==> config.mk <==
export PLATFORM = sky130hd
export DESIGN_NAME = kd_tree_pipe
export DESIGN_NICKNAME = d
export VERILOG_FILES = /design/src/rtl/kd_tree_pipe.sv
export SDC_FILE = /design/constraint.sdc
export NUM_CORES = 2
export LEC_CHECK = 0
export ABC_CLOCK_PERIOD_IN_PS = 30100
export CAP_MARGIN = 20
export CORE_ASPECT_RATIO = 0.75
export CORE_MARGIN = 2
export CORE_UTILIZATION = 60
export CTS_BUF_LIST = sky130_fd_sc_hd__clkbuf_16
export CTS_CLUSTER_DIAMETER = 40
export DETAILED_ROUTE_END_ITERATION = 12
export HOLD_SLACK_MARGIN = 0.12
export PLACE_DENSITY_LB_ADDON = 0.3
export SLEW_MARGIN = 20
export SYNTH_ARGS = -nofsm -noshare
export SYNTH_HDL_FRONTEND = slang
export SYNTH_SLANG_ARGS = --single-unit
==> constraint.sdc <==
create_clock -name clk -period 30.1 [get_ports clk]
set_input_delay 3.01 -clock clk [delete_from_list [all_inputs] [get_ports clk]]
set_output_delay 3.01 -clock clk [all_outputs]
set_load 0.02 [all_outputs]
==> src/rtl/kd_tree_pipe.sv <==
// KD-tree traversal pipeline: one tree level per stage, one query per cycle.
// Internal nodes are loaded breadth-first; each result carries leaf index, tag and patch.
module kd_tree_pipe #(
    parameter int DEPTH     = 7,
    parameter int NUM_DIMS  = 5,
    parameter int DIM_WIDTH = 11,
    parameter int IDX_WIDTH = 3,
    parameter int TAG_WIDTH = 8
) (
    input  logic                            clk,
    input  logic                            rst,
    input  logic                            load_start,
    input  logic                            wr_valid,
    input  logic [IDX_WIDTH+DIM_WIDTH-1:0]  wr_data,
    output logic                            loaded,
    output logic                            busy,
    input  logic                            in_valid,
    output logic                            in_ready,
    input  logic [NUM_DIMS*DIM_WIDTH-1:0]   in_patch,
    input  logic [TAG_WIDTH-1:0]            in_tag,
    output logic                            out_valid,
    input  logic                            out_ready,
    output logic [DEPTH-1:0]                out_leaf,
    output logic [TAG_WIDTH-1:0]            out_tag,
    output logic [NUM_DIMS*DIM_WIDTH-1:0]   out_patch
);

    localparam int NODES = (1 << DEPTH) - 1;
    localparam int NW    = IDX_WIDTH + DIM_WIDTH;
    localparam int PW    = NUM_DIMS * DIM_WIDTH;
    localparam logic [DEPTH-1:0] LAST_ADR = DEPTH'(NODES - 1);

    logic [NW-1:0]        node_q [NODES];
    logic [DEPTH-1:0]     wadr_q, wadr_d;
    logic                 loaded_q, loaded_d;

    logic                 advance;
    logic                 accept;
    logic                 loadGo;
    logic                 wrGo;

    logic [DEPTH-1:0]     stValid_q;
    logic [DEPTH-1:0]     stPath_q  [DEPTH];
    logic [TAG_WIDTH-1:0] stTag_q   [DEPTH];
    logic [PW-1:0]        stPatch_q [DEPTH];
    logic [DEPTH-1:0]     goRight;

    logic                 outValid_q;
    logic [DEPTH-1:0]     outLeaf_q;
    logic [TAG_WIDTH-1:0] outTag_q;
    logic [PW-1:0]        outPatch_q;

    assign busy      = (|stValid_q) || outValid_q;
    assign advance   = !outValid_q || out_ready;
    assign in_ready  = loaded_q && advance;
    assign accept    = in_valid && in_ready;
    assign loadGo    = load_start && !busy;
    // A load_start in the same cycle as a node word always suppresses the write.
    assign wrGo      = wr_valid && !loaded_q && !load_start;

    assign loaded    = loaded_q;
    assign out_valid = outValid_q;
    assign out_leaf  = outLeaf_q;
    assign out_tag   = outTag_q;
    assign out_patch = outPatch_q;

    always_comb begin
        wadr_d   = wadr_q;
        loaded_d = loaded_q;
        if (loadGo) begin
            wadr_d   = '0;
            loaded_d = 1'b0;
        end else if (wrGo) begin
            if (wadr_q == LAST_ADR) begin
                loaded_d = 1'b1;
            end else begin
                wadr_d = wadr_q + 1'b1;
            end
        end
    end

    always_ff @(posedge clk) begin
        if (rst) begin
            wadr_q   <= '0;
            loaded_q <= 1'b0;
        end else begin
            wadr_q   <= wadr_d;
            loaded_q <= loaded_d;
        end
    end

    // Node contents are deliberately left unreset.
    always_ff @(posedge clk) begin
        if (wrGo) begin
            node_q[wadr_q] <= wr_data;
        end
    end

    for (genvar l = 0; l < DEPTH; l++) begin : gStage
        logic [PW-1:0]        curPatch;
        logic [DEPTH-1:0]     curPath;
        logic [DEPTH-1:0]     nodeIdx;
        logic [NW-1:0]        nodeWord;
        logic [IDX_WIDTH-1:0] dim;
        logic [DIM_WIDTH-1:0] split;
        logic [DIM_WIDTH-1:0] value;

        if (l == 0) begin : gRoot
            assign curPatch = in_patch;
            assign curPath  = '0;
        end else begin : gInner
            assign curPatch = stPatch_q[l-1];
            assign curPath  = stPath_q[l-1];
        end

        // curPath holds only the l bits decided so far, so this lands inside level l.
        assign nodeIdx  = DEPTH'((1 << l) - 1) + curPath;
        assign nodeWord = node_q[nodeIdx];
        assign dim      = nodeWord[NW-1 -: IDX_WIDTH];
        assign split    = nodeWord[DIM_WIDTH-1:0];

        // Out-of-range dimension indices fall through to dimension 0.
        always_comb begin
            value = curPatch[DIM_WIDTH-1:0];
            for (int k = 1; k < NUM_DIMS; k++) begin
                if (int'(dim) == k) begin
                    value = curPatch[k*DIM_WIDTH +: DIM_WIDTH];
                end
            end
        end

        assign goRight[l] = value > split;
    end

    // The whole pipe shifts or holds as one; bubbles travel with the data.
    always_ff @(posedge clk) begin
        if (rst) begin
            stValid_q  <= '0;
            outValid_q <= 1'b0;
            outLeaf_q  <= '0;
            outTag_q   <= '0;
            outPatch_q <= '0;
            for (int l = 0; l < DEPTH; l++) begin
                stPath_q[l]  <= '0;
                stTag_q[l]   <= '0;
                stPatch_q[l] <= '0;
            end
        end else if (advance) begin
            stValid_q[0] <= accept;
            stPath_q[0]  <= DEPTH'(goRight[0]);
            stTag_q[0]   <= in_tag;
            stPatch_q[0] <= in_patch;
            for (int l = 1; l < DEPTH; l++) begin
                stValid_q[l] <= stValid_q[l-1];
                stPath_q[l]  <= (stPath_q[l-1] << 1) | DEPTH'(goRight[l]);
                stTag_q[l]   <= stTag_q[l-1];
                stPatch_q[l] <= stPatch_q[l-1];
            end
            outValid_q <= stValid_q[DEPTH-1];
            outLeaf_q  <= stPath_q[DEPTH-1];
            outTag_q   <= stTag_q[DEPTH-1];
            outPatch_q <= stPatch_q[DEPTH-1];
        end
    end

endmodule

Word-level counts from Yosys, hierarchy flattened. Memory sizes are Yosys's and may differ from the RTL's. A register that Yosys moved wholly into a read port is not among the register bits. Cells that the tools add are included.

Memories kept: 4. Input bits: 83. Register bits: 16. Memory bits (writable): 2268. Output and inout bits: 74. Word-level logic and storage cells: 150.

Memories: node_q (words 127, width 14, read ports 7, clocked after memory_dff 0, write ports 1, RTL line 33) `logic [NW-1:0] node_q [NODES];`; stPatch_q (words 7, width 55, read ports 7, clocked after memory_dff 1, write ports 7, RTL line 45) `logic [PW-1:0] stPatch_q [DEPTH];`; stTag_q (words 7, width 8, read ports 7, clocked after memory_dff 1, write ports 7, RTL line 44) `logic [TAG_WIDTH-1:0] stTag_q [DEPTH];`; stPath_q (words 7, width 7, read ports 7, clocked after memory_dff 1, write ports 7, RTL line 43) `logic [DEPTH-1:0] stPath_q [DEPTH];`.

Bitwise operators: 28. Muxes and demuxes: 56. Equal/unequal tests: 29. Reductions and logical operators: 15. Order comparisons: 7. $add $sub $neg: 7.

Operators by type and width (count): 55-bit two-way mux (7); 11-bit two-way mux (28); 11-bit > comparator (7); 3-bit equality test, second input constant (21); 8-bit two-way mux (7); 7-bit two-way mux (7); 7-bit by 1-bit bitwise OR with 7-bit output (6); 3-bit by 2-bit equality test with 1-bit output, second input constant (7); 1-bit bitwise OR (21); 1-bit by 7-bit adder with 7-bit output, first input constant (1); 2-bit by 7-bit adder with 7-bit output, first input constant (1); 3-bit by 7-bit adder with 7-bit output, first input constant (1); 4-bit by 7-bit adder with 7-bit output, first input constant (1); 5-bit by 7-bit adder with 7-bit output, first input constant (1); 6-bit by 7-bit adder with 7-bit output, first input constant (1); 7-bit by 1-bit adder with 7-bit output, second input constant (1); 7-bit equality test, second input constant (1); 1-bit two-way mux (7); 7-bit OR reduction (1); 1-bit logical AND (5); 1-bit zero test (4); 2-bit AND reduction (2); 1-bit logical OR (2); 2-bit OR reduction (1); 1-bit NOT (1).

Depth between registers and ports, before layout. An unclocked memory read counts as a cell.

Depth in word-level cells: 11. Depth in mapped cells: 34. Depth with buffers taken out: 23.

Least setup slack after synthesis. No wires, ideal clock.

Path type: input to register. Start point: input port rst. End point: memory stPatch_q[0][0] (netlist name) (enable). Arrival: 12.593 ns. Slack: 16.693 ns. Required time: 29.286 ns. Stages on the path: 4. Path buffers: 2. Library setup time: 0.814 ns. Cells stage by stage: clkbuf_1 nor2_1 clkbuf_1 inv_1.

RTL lines: start: declaration (RTL line 11) `input logic rst,`; end: declaration (RTL line 45).

==> summary.md <==
| Metric | Value |
|---|---|
| Outcome | `finished clean` |
| Startpoint Class | `register` |
| CTS tree | `yes` |
| Worst path cell trace | `buf_4 -> inv_1 -> ha_4 -> buf_4 -> buf_4 -> mux4_2 -> mux4_2 -> a22oi_1 -> o311a_1 -> nand2_1 -> o211a_1 -> a21oi_1 -> ha_1 -> nor2b_1 -> o21a_1 -> o21a_1 -> o21a_1 -> o21a_1 -> o21a_1 -> o21a_1 -> o21a_1 -> o21ai_0 -> a211oi_1` |
| CP required | `30.65 ns` |
| Final hold slack | `0.457 ns` |
| Crit end category | `register` |
| Port Buf Inserts | `156` |
| DR pass1 iterations | `9` |
| Max-slew violations | `0` |
| CTS buffer count | `223` |
| Setup Viol. Count Final | `0` |
| Synth Area in Adders | `1.05%` |
| Most used cell, CP | `o21a_1` |
| Worst slew pin tran | `1.23 ns` |
| Placed cells | `7545` |
| Post-DR wirelength/cell | `32.1 um` |
| Clk_skew | `0.0469 ns` |
| Crit-path max cell delay | `0.81 ns` |
| Tot Pwr | `7.59 mW` |
| Synthesized Nets | `5496` |
| Number of max-cap violations | `0` |
| Slowest CP cell | `ha_4` |
| Area of the die | `169000 um^2` |
| CTS max path bufs | `3` |
| Compound-Gate Fraction of Synth Area | `4.00%` |
| Max rail drop VDD | `0.0000638 V` |
| GRT Total Usage | `30.3%` |
| Slew HR | `17.9%` |
| Util after Layout | `67.5%` |
| Layout cell share with drive strength beyond 1 | `23.9%` |
| Synth warn | `0` |
| Vias per inst | `6.78` |
| Total number of vias | `53900` |
| DR DRC count | `0` |
| Area Overhead vs Synth | `11.8%` |
| Sum of negative setup slack | `0 ns` |
| Sequential area share after synthesis | `69.4%` |
| Worst endpoint data arrival time | `9.47 ns` |
| Reg clk slew, reported paths | `0.07 ns` |
| Synth cell types | `71` |
| Top_reg_cell synth | `edfxtp_1` |
| #FFs+latches synth | `2333` |
| Fin crit period | `8.92 ns` |
| Iteration-0 DRC Markers | `9365` |
| Leak pwr | `36.9 nW` |
| Initial antenna violation count | `13` |
| Worst Hold Path Cells | `1` |
| Post-Synth XOR/XNOR Area | `0.173%` |
| Detailed Route WL | `256 mm` |
| Pin count of the biggest net entering global routing | `186` |
| Num rows | `129` |
| Detailed Place HPWL | `159 mm` |
| Finished Layout Cells | `7955` |
| Simple-gate portion of the synthesized area | `5.43%` |
| Gpl congestion | `0.928` |
| Mapped Area | `99700 um^2` |
| Largest family of logic cells by synthesized area | `multiplexers` |
| Critical Path Fanout Max | `54` |
| Die width | `475 um` |
| Net count, final | `5710` |
| Unrepaired setup endpoints after global routing | `no` |
| Avg Inst Size Synth | `18.7 um^2` |
| Clk sinks | `2333` |
| Worst setup path category | `register to register` |
| Worst skew pair latency | `0.86 ns` |
| Pwr/cell area | `68.1 nW/um^2` |
| # H-tree levels | `4` |
| Setup Fix Bufs, Post-CTS | `0` |
| Mapped Cells | `5329` |
| Ports | `157` |
| Final period util | `29.6%` |
| Vias in the first global route | `52400` |
| Initial core utilization | `60.4%` |
| Fmax | `112 MHz` |
| CTS root buffer | `clkbuf_16` |
| Congestion Overflow GR | `0` |
| Post-DRT Antenna Nets | `0` |
| EDFF count, synth | `2247` |
| Post-synthesis mux area share | `18.1%` |
| Async S/R FF share, synth | `0%` |
| Vert. Die Dim | `357 um` |
| Hold Crit Class | `register to register` |
| Core area | `165000 um^2` |
| Final Hold Viols | `0` |
| R2R depth | `23` |
| Hold-fix buffers, CTS | `0` |
| First-pass GRT wire length | `368 mm` |
| Post-CTS Resized | `0` |
## registers in the layout, indices dropped and copies added (netlist names)
register   flops
stValid_q      7
stPath_q      28
stTag_q       56
stPatch_q    385
out_patch     55
out_leaf       7
node_q      1778
wadr_q         7
loaded         1
out_valid      1
out_tag        8
## kinds of logic after synthesis
group                      Yosys count
buffers and inverters              398
xor gates and xnor gates            18
adders and majority gates           84
AOI/OAI and AO/OA                  571
muxes                              907
DFF                               2333
and+or+nand+nor                   1018
## cells in the mapped netlist, drive strengths merged, types with 16 or more instances
| master | number | area (um^2) |
|---|---|---|
| a211oi | 87 | 653 |
| a21oi | 131 | 659 |
| a222oi | 22 | 220 |
| a22o | 87 | 762 |
| a31oi | 16 | 100 |
| and2 | 401 | 2510 |
| buf | 136 | 885 |
| clkbuf | 209 | 785 |
| dfxtp | 86 | 1720 |
| edfxtp | 2247 | 67500 |
| ha | 84 | 1050 |
| inv | 52 | 195 |
| mux2 | 45 | 507 |
| mux2i | 155 | 1550 |
| mux4 | 707 | 15900 |
| nand2 | 98 | 368 |
| nand3 | 36 | 180 |
| nand4 | 22 | 138 |
| nor2 | 265 | 997 |
| nor2b | 141 | 882 |
| nor3 | 24 | 131 |
| o21a | 51 | 383 |
| o21ai | 72 | 360 |
| o22ai | 25 | 156 |
## power by group
part / switching [mW] / total [mW] / leakage (nW) / internal (mW)
sequential: 0.0158 / 3.58 / 22.4 / 3.57
clock: 1.26 / 2.79 / 3.67 / 1.53
combinational: 0.749 / 1.21 / 10.8 / 0.466
## path summary, 6_finish.rpt
| kind | start | to | slack [ns] |
|---|---|---|---|
| worst min-delay path | stPatch_q[6][33] | out_patch[33] | 0.46 |
| worst max-delay path | stPath_q[5][0] | stPath_q[6][0] | 21.18 |
| worst max register to register | stPath_q[5][0] | stPath_q[6][0] | 21.18 |
| worst min register to register | stPatch_q[6][33] | out_patch[33] | 0.46 |
## routing by layer
| metal | share of wire [%] | vias to the layer above | wire (um) | global-route usage, % |
|---|---|---|---|---|
| li1 | - | 22100 | - | - |
| met1 | 40 | 27800 | 101000 | 46.5 |
| met2 | 45 | 3560 | 114000 | 43.2 |
| met3 | 13 | 449 | 33700 | 8.71 |
| met4 | 2.7 | 4 | 6870 | 8.13 |
| met5 | 0.011 | - | 28 | 0 |
## placed cells by master (no fill, tap or decap), types with 10 or more instances in the layout
master           Yosys  layout
o211a_1             10      10
mux2i_1            155     155
inv_1               52      79
a211o_1             12      12
o22ai_1             25      25
nand2_1             98      97
nor3_1              23      21
clkinv_2             0      39
clkinvlp_4           0      13
o21ai_0             67      67
clkinv_1             1      37
dfxtp_1             86      86
a21oi_1            130     129
a22oi_1             14      14
buf_4               19     184
clkbuf_16            0     224
nand4_1             22      22
nor2_2               1      41
mux4_2             700     700
clkdlybuf4s50_1      0     141
nor2_1             264     221
a222oi_1            22      22
inv_6                0      17
bufinv_16            0      19
and2_1             399     399
a22o_1              87      87
a211oi_1            87      80
o21a_1              51      51
nand3_1             36      36
a31oi_1             16      16
clkinv_4             0      13
o221ai_1            12      12
ha_1                84      80
nor2b_1            141     140
a221oi_1            12      12
edfxtp_1          2247    2247
mux2_2              45      45
## worst max-delay path: cells and delay by family (launching register included)
family / cells / cell delay, ns
AO/OA/AOI/OAI: 13 / 3.02
adder cells (fa/ha/maj): 2 / 1.07
buffers and inverters: 4 / 2.39
flip-flops: 1 / 0.33
multiplexers: 2 / 0.94
AND/OR/NAND/NOR: 2 / 0.76
## final cells by class
| cell class | count | area, um^2 |
|---|---|---|
| Inverter | 53 | 206 |
| Fill cell | 10400 | 53500 |
| Sequential cell | 2333 | 69200 |
| Antenna cell | 2 | 5.00 |
| Timing Repair Buffer | 334 | 2940 |
| Clock buffer | 224 | 5610 |
| Multi-Input combinational cell | 2598 | 29000 |
| Tap cell | 2227 | 2790 |
| Clock inverter | 184 | 1700 |
## stage by stage
step,worst slack (ns),area (um^2)
global placement,21.34,104000
finish,21.18,111000
detailed placement,21.36,104000
global route,20.77,111000
floorplan,16.69,99700
CTS,21.29,111000
Power figures use the tool's default switching activity.
